$ cat src/rtl/note_tone_gen.sv
// Musical note to square-wave tone generator: looks up the base pitch, scales it by
// octave, divides it into a half-period with a restoring divider and drives tone_out.
module note_tone_gen #(
  parameter int CLK_HZ = 50_000_000,
  parameter int OCT_W  = 2,
  parameter int FREQ_W = 20,
  parameter int CNT_W  = 24
) (
  input  logic              clk,
  input  logic              rst,
  input  logic              in_valid,
  output logic              in_ready,
  input  logic [3:0]        note,
  input  logic [OCT_W-1:0]  octave,
  input  logic              enable,
  output logic [FREQ_W-1:0] freq,
  output logic [CNT_W-1:0]  half_period,
  output logic              done,
  output logic              err,
  output logic              tone_out,
  output logic [1:0]        fsm_state   // 0 = IDLE, 1 = DIV, 2 = RUN
);

  localparam longint NUM = longint'(CLK_HZ) * 64'sd50;
  localparam int DIV_W = $clog2(NUM + 1);
  localparam int DC_W  = $clog2(DIV_W + 1);
  localparam int FX_W  = 15 + (1 << OCT_W) - 1;
  localparam logic [DIV_W-1:0] DIVIDEND = DIV_W'(NUM);
  localparam logic [63:0] HP_MAX = (64'd1 << CNT_W) - 64'd1;

  typedef enum logic [1:0] {
    S_IDLE = 2'd0,
    S_DIV  = 2'd1,
    S_RUN  = 2'd2
  } state_t;

  state_t state, state_next;

  logic [FX_W-1:0]  fx_reg;
  logic [FX_W-1:0]  rem;
  logic [DIV_W-1:0] quo;
  logic [DC_W-1:0]  div_cnt;
  logic [FX_W:0]    rem_sh, rem_sub;
  logic [FX_W-1:0]  rem_nx;
  logic             q_bit;
  logic             div_last;
  logic [CNT_W-1:0] hp_sat;
  logic             accept_good, accept_bad;
  logic [CNT_W-1:0] hp_act;
  logic [CNT_W-1:0] cnt;
  logic             active;

  // Base pitches in Hz x100 for octave 3, C through B.
  function automatic logic [14:0] base_hz100(input logic [3:0] n);
    case (n)
      4'd0:    base_hz100 = 15'd13081;
      4'd1:    base_hz100 = 15'd13859;
      4'd2:    base_hz100 = 15'd14683;
      4'd3:    base_hz100 = 15'd15556;
      4'd4:    base_hz100 = 15'd16481;
      4'd5:    base_hz100 = 15'd17461;
      4'd6:    base_hz100 = 15'd18500;
      4'd7:    base_hz100 = 15'd19600;
      4'd8:    base_hz100 = 15'd20765;
      4'd9:    base_hz100 = 15'd22000;
      4'd10:   base_hz100 = 15'd23308;
      4'd11:   base_hz100 = 15'd24694;
      default: base_hz100 = 15'd0;
    endcase
  endfunction

  // Handshake: a request transfers on a rising edge where in_valid && in_ready;
  // in_ready is low only while a division is in flight, and the request is not retried.
  always_comb begin
    in_ready    = (state != S_DIV);
    accept_good = in_valid && in_ready && (note <= 4'd11);
    accept_bad  = in_valid && in_ready && (note > 4'd11);
    div_last    = (div_cnt == DC_W'(DIV_W));
    state_next  = state;
    case (state)
      S_IDLE, S_RUN: if (accept_good) state_next = S_DIV;
      S_DIV:         if (div_last) state_next = S_RUN;
      default:       state_next = S_IDLE;
    endcase
  end

  always_comb begin
    rem_sh  = {rem, quo[DIV_W-1]};
    rem_sub = rem_sh - {1'b0, fx_reg};
    q_bit   = (rem_sh >= {1'b0, fx_reg});
    rem_nx  = q_bit ? FX_W'(rem_sub) : FX_W'(rem_sh);
    if (64'(quo) > HP_MAX)  hp_sat = CNT_W'(HP_MAX);
    else if (quo == '0)     hp_sat = CNT_W'(1);
    else                    hp_sat = CNT_W'(quo);
  end

  assign fsm_state = state;

  always_ff @(posedge clk) begin
    if (rst) state <= S_IDLE;
    else     state <= state_next;
  end

  always_ff @(posedge clk) begin
    if (rst) begin
      fx_reg      <= '0;
      rem         <= '0;
      quo         <= '0;
      div_cnt     <= '0;
      freq        <= '0;
      half_period <= '0;
      done        <= 1'b0;
      err         <= 1'b0;
    end else begin
      done <= 1'b0;
      err  <= accept_bad;
      if (accept_good) begin
        fx_reg  <= FX_W'(base_hz100(note)) << octave;
        rem     <= '0;
        quo     <= DIVIDEND;
        div_cnt <= '0;
      end else if (state == S_DIV) begin
        if (div_last) begin
          freq        <= FREQ_W'(fx_reg / FX_W'(100));
          half_period <= hp_sat;
          done        <= 1'b1;
        end else begin
          rem     <= rem_nx;
          quo     <= {quo[DIV_W-2:0], q_bit};
          div_cnt <= div_cnt + DC_W'(1);
        end
      end
    end
  end

  // The running half-period only picks up a new value at a wrap, so a retune never cuts a half-cycle.
  always_ff @(posedge clk) begin
    if (rst || !enable) begin
      active   <= 1'b0;
      cnt      <= '0;
      tone_out <= 1'b0;
      if (rst) hp_act <= '0;
    end else if (active) begin
      if (cnt == hp_act - CNT_W'(1)) begin
        cnt      <= '0;
        tone_out <= ~tone_out;
        hp_act   <= half_period;
      end else begin
        cnt <= cnt + CNT_W'(1);
      end
    end else if (state == S_RUN) begin
      active   <= 1'b1;
      cnt      <= '0;
      tone_out <= 1'b1;
      hp_act   <= half_period;
    end
  end

endmodule

$ cat config.mk
export PLATFORM = sky130hd
export DESIGN_NAME = note_tone_gen
export DESIGN_NICKNAME = d
export VERILOG_FILES = /design/src/rtl/note_tone_gen.sv
export SDC_FILE = /design/constraint.sdc
export NUM_CORES = 1
export LEC_CHECK = 0
export CAP_MARGIN = 20
export CORE_ASPECT_RATIO = 1.1
export CORE_MARGIN = 3
export CORE_UTILIZATION = 58
export CTS_BUF_LIST = sky130_fd_sc_hd__clkbuf_4
export DETAILED_ROUTE_END_ITERATION = 8
export MAX_ROUTING_LAYER = met4
export PLACE_DENSITY = 0.76
export SYNTH_ARGS = -nofsm -noshare
export SYNTH_HDL_FRONTEND = slang
export SYNTH_SLANG_ARGS = --single-unit
export TNS_END_PERCENT = 100
$ cat constraint.sdc
create_clock -name clk -period 19.5 [get_ports clk]
set_clock_uncertainty 0.2 [all_clocks]
set_input_delay 2.925 -clock clk [delete_from_list [all_inputs] [get_ports clk]]
set_output_delay 2.925 -clock clk [all_outputs]
set_load 0.1 [all_outputs]
==> impl_metrics.ini, run 1 <==
[outcome]
status = finished clean

[logic_synthesis]
synth_mux_area_share_pct = 3.77
yosysTopAreaCell = dfxtp_1
synth-xor-area-share_pct = 5.06
avgSynthCellArea_um2 = 7.79
synthSimpleGateAreaFrac_pct = 25.9
ys_seq_area_share_pct = 31.9
yosys.cell_count.top_type = nor2_1
synthCells = 1417
synth_seq_cells = 164
async_flop_share_pct = 0
synth_top_family_by_area = simple AND/OR/NAND/NOR gates
synthAdderAreaFrac_pct = 3.67
ys_types = 99
synth_edf_count = 24
synth-compound-area-share_pct = 24.5
syn_area_um2 = 11000
synthDominantCellAreaShare_pct = 25.4
synthFlopType = dfxtp_1
synthTopCellsByCount = nor2_1, nand2_1, dfxtp_1, a21oi_1, nor3_1
yosys_warnings = 0
synth_area_leaders = dfxtp_1, nor2_1, edfxtp_1, a21oi_1, nand2_1

[clock_tree]
cts_hold_buffers = 0
clkTransAtPathRegs_ns = 0.17
worstSkewPairLatency_ns = 0.59
cts_setup_buffers = 0
cts_buffers = 17
tritoncts = done
clock-sinks = 164
cts_resized = 0
clockBufferDepth = 2
h-tree-depth = 4
root_buffer = clkbuf_4

[global_routing]
grt_max_degree = 74
grt_overflow_total = 0
grt_pass1_vias = 9290
grt_pass1_wl_um = 45600
antenna_found_initial = 1
grt_usage_pct = 27.8

[routing]
wire_per_inst_um = 16.7
drt_drc_violations_left = 0
ant_nets = 0
avgViaCountPerCell = 6.09
wl_um = 28000
dr.pass1.iters = 7
num_vias = 10167
drt_iter0_markers = 803

[setup_path]
crit_slowest_cell = dfxtp_1
rrSetupSlack_ns = 11.48
required_ns = 19.79
crit_family = compound AO/OA/AOI/OAI gates
arrival_ns = 8.31
max_stage_delay_ns = 0.78
worstSetupEndpointType = flip-flop
path_cells = inv_1 -> nor4_1 -> a211oi_1 -> o21bai_4 -> mux2_2 -> o2111ai_1 -> o211ai_1 -> o41a_1 -> a211oi_2 -> a31o_1 -> mux2i_4 -> o21ai_1 -> a211oi_2 -> o21a_1 -> mux2i_1 -> a221oi_1 -> a2bb2oi_2 -> mux2_2 -> nor2_1 -> o221ai_1 -> o41a_1
critPathLaunchType = flip-flop
critPathBufInv = 1
crit_fanout = 22
critical_path_class = reg2reg

[placed_design]
port_buffers = 51
placed_cells = 1634
dp_slack_ns = 11.56
placed_area_um2 = 11500
place_congestion = 0.919
dp_hpwl_um = 20100

[sta]
grt_setup_unrepaired = false
setup_violations = 0
slew_headroom_pct = 30.1
final.setup.tns_ns = 0
fin_crit_ns = 8.02
final-max-slew-violation-count = 0
tightestPinTransition_ns = 1.05
fin_crit_sh_pct = 41.1
timing.final.ws_setup_ns = 11.48
hold_ws_ns = 0.281
final-hold-violation-count = 0
max_clock_freq_ghz = 0.125

[power]
clkPwrFrac_pct = 18.3
ir_drop_mv = 0.159
p_sw_uw = 537
p_comb_share_pct = 50.4
internal_power_uw = 651
seqPwrFrac_pct = 31.3
swShare_pct = 45.2
leakage_nw = 4.36
p_per_area_nw_per_um2 = 100
total_power_mw = 1.19

[cells_and_area]
layout.cells.non_filler = 1670
n_fill_cell = 1679
fin_util_pct = 64.1
final_area_um2 = 11900
layout.nets = 1453
drive_gt1_share_pct = 6.88
largest_register = quo
syn2layout_area_growth_pct = 7.67
largest_reg_flops = 32

[floorplanning]
io_pins = 60
start_util_pct = 59.5
die_x_um = 138
core_area_um2 = 18500
die_height_um = 151
rows = 52
fp.dieArea_um2 = 20700

[job]
maxCapViolations = 0

[hold_path]
hold_class = reg2reg
-- metal layers --
layer	GRT usage (%)	routed length, um	up-vias
met3	3.98	1300	39
met4	7.78	550	0
met1	34.4	12200	4770
met2	47.5	13900	265
met5	-	0	-
li1	-	-	5093
-- worst register-to-register path, stage by stage (launching register included) --
cell and delay, ns:
dfxtp_1 0.78, inv_1 0.26, nor4_1 0.32, a211oi_1 0.18, o21bai_4 0.41, mux2_2 0.38, o2111ai_1 0.23, o211ai_1 0.27
o41a_1 0.44, a211oi_2 0.28, a31o_1 0.38, mux2i_4 0.38, o21ai_1 0.20, a211oi_2 0.42, o21a_1 0.43, mux2i_1 0.55
a221oi_1 0.21, a2bb2oi_2 0.53, mux2_2 0.42, nor2_1 0.10, o221ai_1 0.11, o41a_1 0.44
-- path summary, 6_finish.rpt --
check / from / end / depth (start not counted)
worst max-delay path: fx_reg[12] / freq[0] / 21
worst min-delay path: quo[26] / quo[27] / 2
worst max register to register: fx_reg[12] / freq[0] / 21
worst min register to register: quo[26] / quo[27] / 2
-- cell families after synthesis --
| group | Yosys count |
|---|---|
| buffers and inverters | 131 |
| AO/OA/AOI/OAI | 387 |
| AND/OR/NAND/NOR | 601 |
| adder cells (fa/ha/maj) | 32 |
| multiplexers | 39 |
| XOR/XNOR | 62 |
| flip-flops | 164 |
| other | 1 |
-- power by group through the flow --
stage	Combinational [mW]	Clock (mW)	Sequential (mW)
floorplan	0.506	0	0.371
global placement	0.585	0	0.378
detailed placement	0.590	0	0.379
CTS	0.593	0.220	0.371
global route	0.664	0.235	0.374
finish	0.599	0.217	0.372
-- final cells by class --
cell class	count	area, um^2	area share (%)
Multi-Input combinational cell	1129	6980	58.8
Sequential cell	164	3520	29.6
Timing Repair Buffer	61	601	5.05
Tap cell	243	304	2.56
Clock inverter	15	194	1.63
Inverter	39	146	1.23
Clock buffer	17	128	1.07
Antenna cell	2	5.00	0.0421
-- cells in the final DEF, fill, tap and decap left out, types with 10 or more instances in the layout --
cell and instances:
nor2_1 202, nand2_1 143, dfxtp_1 140, a21oi_1 108
nor3_1 72, o21ai_0 57, clkdlybuf4s50_1 50, a211oi_1 46
inv_1 36, xnor2_1 33, and2_1 33, ha_1 30
mux2i_1 29, xor2_1 27, edfxtp_1 24, and3_1 21
nor4_1 20, a21o_1 19, nand3_1 17, nor3b_1 17
clkbuf_4 17, nor2b_1 14, nand2b_1 11, a31oi_1 11
nand4_1 11, o21ai_1 11, or3_1 10, o211ai_1 10
Note: power is estimated with default switching activity, not from simulation.
==> inputs of run 2 (changes only) <==
Clock period 19.5 ns to 8.07 ns, I/O delays scaled along.
==> impl_metrics.ini, run 2 (synthesis results as in run 1) <==
[routing]
wire_per_inst_um = 16.8
wl_um = 28100
avgViaCountPerCell = 6.12
dr.pass1.iters = 5
ant_nets = 0
num_vias = 10250
drt_drc_violations_left = 0
drt_iter0_markers = 777

[sta]
timing.final.ws_setup_ns = 0.609
slew_headroom_pct = 30.2
final-max-slew-violation-count = 0
max_clock_freq_ghz = 0.134
final-hold-violation-count = 0
hold_ws_ns = 0.284
final.setup.tns_ns = 0
fin_crit_sh_pct = 92.5
fin_crit_ns = 7.46
tightestPinTransition_ns = 1.04
setup_violations = 0

[power]
seqPwrFrac_pct = 30.6
p_comb_share_pct = 51.3
ir_drop_mv = 0.400
clkPwrFrac_pct = 18.2
p_per_area_nw_per_um2 = 245
total_power_mw = 2.92
p_sw_mw = 1.32
internal_power_mw = 1.60
leakage_nw = 4.39
swShare_pct = 45.1

[job]
maxCapViolations = 0

[global_routing]
grt_usage_pct = 28.0
grt_pass1_wl_um = 46000
grt_pass1_vias = 9286
antenna_found_initial = 1
grt_overflow_total = 0
grt_max_degree = 74

[placed_design]
place_congestion = 0.931
placed_cells = 1639
placed_area_um2 = 11600
port_buffers = 51
dp_slack_ns = 0.478
dp_hpwl_um = 20100

[outcome]
status = finished clean

[clock_tree]
clockBufferDepth = 2
root_buffer = clkbuf_4
cts_buffers = 17
tritoncts = done
h-tree-depth = 4
clock-sinks = 164
worstSkewPairLatency_ns = 0.61
cts_hold_buffers = 0
clkTransAtPathRegs_ns = 0.18
cts_resized = 0
cts_setup_buffers = 0

[setup_path]
required_ns = 8.39
critical_path_class = reg2reg
r2r-end = freq[0]
rrSetupSlack_ns = 0.61
rr_worst_depth = 24
worstSetupEndpointType = flip-flop
crit_fanout = 16
reg2reg_from = fx_reg[17]
critPathLaunchType = flip-flop
arrival_ns = 7.78

[cells_and_area]
final_cell_mix = nor2_1, nand2_1, dfxtp_1
syn2layout_area_growth_pct = 8.20
largest_register = quo
final_area_um2 = 11900
layout.cells.non_filler = 1674
layout.nets = 1458
final_common_cell = nor2_1
largest_reg_flops = 32
drive_gt1_share_pct = 7.41
fin_util_pct = 64.4

[floorplanning]
die_x_um = 138
io_pins = 60
rows = 52
core_area_um2 = 18500
die_height_um = 151
fp.dieArea_um2 = 20700
start_util_pct = 59.5

[hold_path]
hold_class = reg2reg
min_path_cells = 2
hp-start = rem[17]
min_to = rem[17]
[run 2: cell count changes in the layout (fill, tap and decap cells not counted), sizes merged]
cell and change:
buf +5, diode -1
[run 2: worst max-delay path by stage]
stage                     startpoint       to  cells past startpoint
after floorplan           fx_reg[12]  freq[0]                     27
after global placement    fx_reg[15]  freq[0]                     21
after detailed placement  fx_reg[16]  freq[0]                     21
after CTS                 fx_reg[15]  freq[0]                     21
after global routing      fx_reg[17]  freq[0]                     25
final                     fx_reg[17]  freq[0]                     24
[run 2: final cells by class]
type / count / area (um^2)
Antenna cell: 1 / 2.50
Clock buffer: 17 / 128
Clock inverter: 15 / 199
Fill cell: 1677 / 6600
Inverter: 39 / 146
Multi-Input combinational cell: 1129 / 7000
Sequential cell: 164 / 3530
Tap cell: 243 / 304
Timing Repair Buffer: 66 / 638
[run 2: layer usage]
metal / vias up / track usage (%) / share of wire (%)
li1: 5115 / - / -
met1: 4850 / 35.2 / 44
met2: 240 / 46.9 / 50
met3: 45 / 3.44 / 4.0
met4: 0 / 8.93 / 2.1
met5: - / - / 0
[run 2: worst max-delay path, cell delays in order (launching register included)]
cell and delay (ns):
dfxtp_1 0.68, buf_4 0.26, o211a_1 0.18, a21oi_1 0.06, o221a_2 0.37, a2111oi_2 0.47, o21ai_1 0.13, mux2_2 0.31
o31a_1 0.35, o21ai_1 0.28, nand3_1 0.16, a31o_1 0.37, mux2i_4 0.26, o21ai_1 0.39, a211oi_2 0.21, o21a_1 0.25
buf_4 0.18, o311a_4 0.32, o21a_4 0.23, a221oi_1 0.47, a2bb2oi_4 0.20, or4_1 0.50, o21ai_1 0.11, nor2_1 0.07
o41a_1 0.36
[run 2: power by group through the flow]
| stage | logic [mW] | clock network, mW | registers (mW) |
|---|---|---|---|
| floorplan | 1.22 | 0 | 0.896 |
| global placement | 1.44 | 0 | 0.910 |
| detailed placement | 1.45 | 0 | 0.910 |
| CTS | 1.45 | 0.541 | 0.893 |
| global route | 1.66 | 0.573 | 0.899 |
| finish | 1.50 | 0.532 | 0.894 |
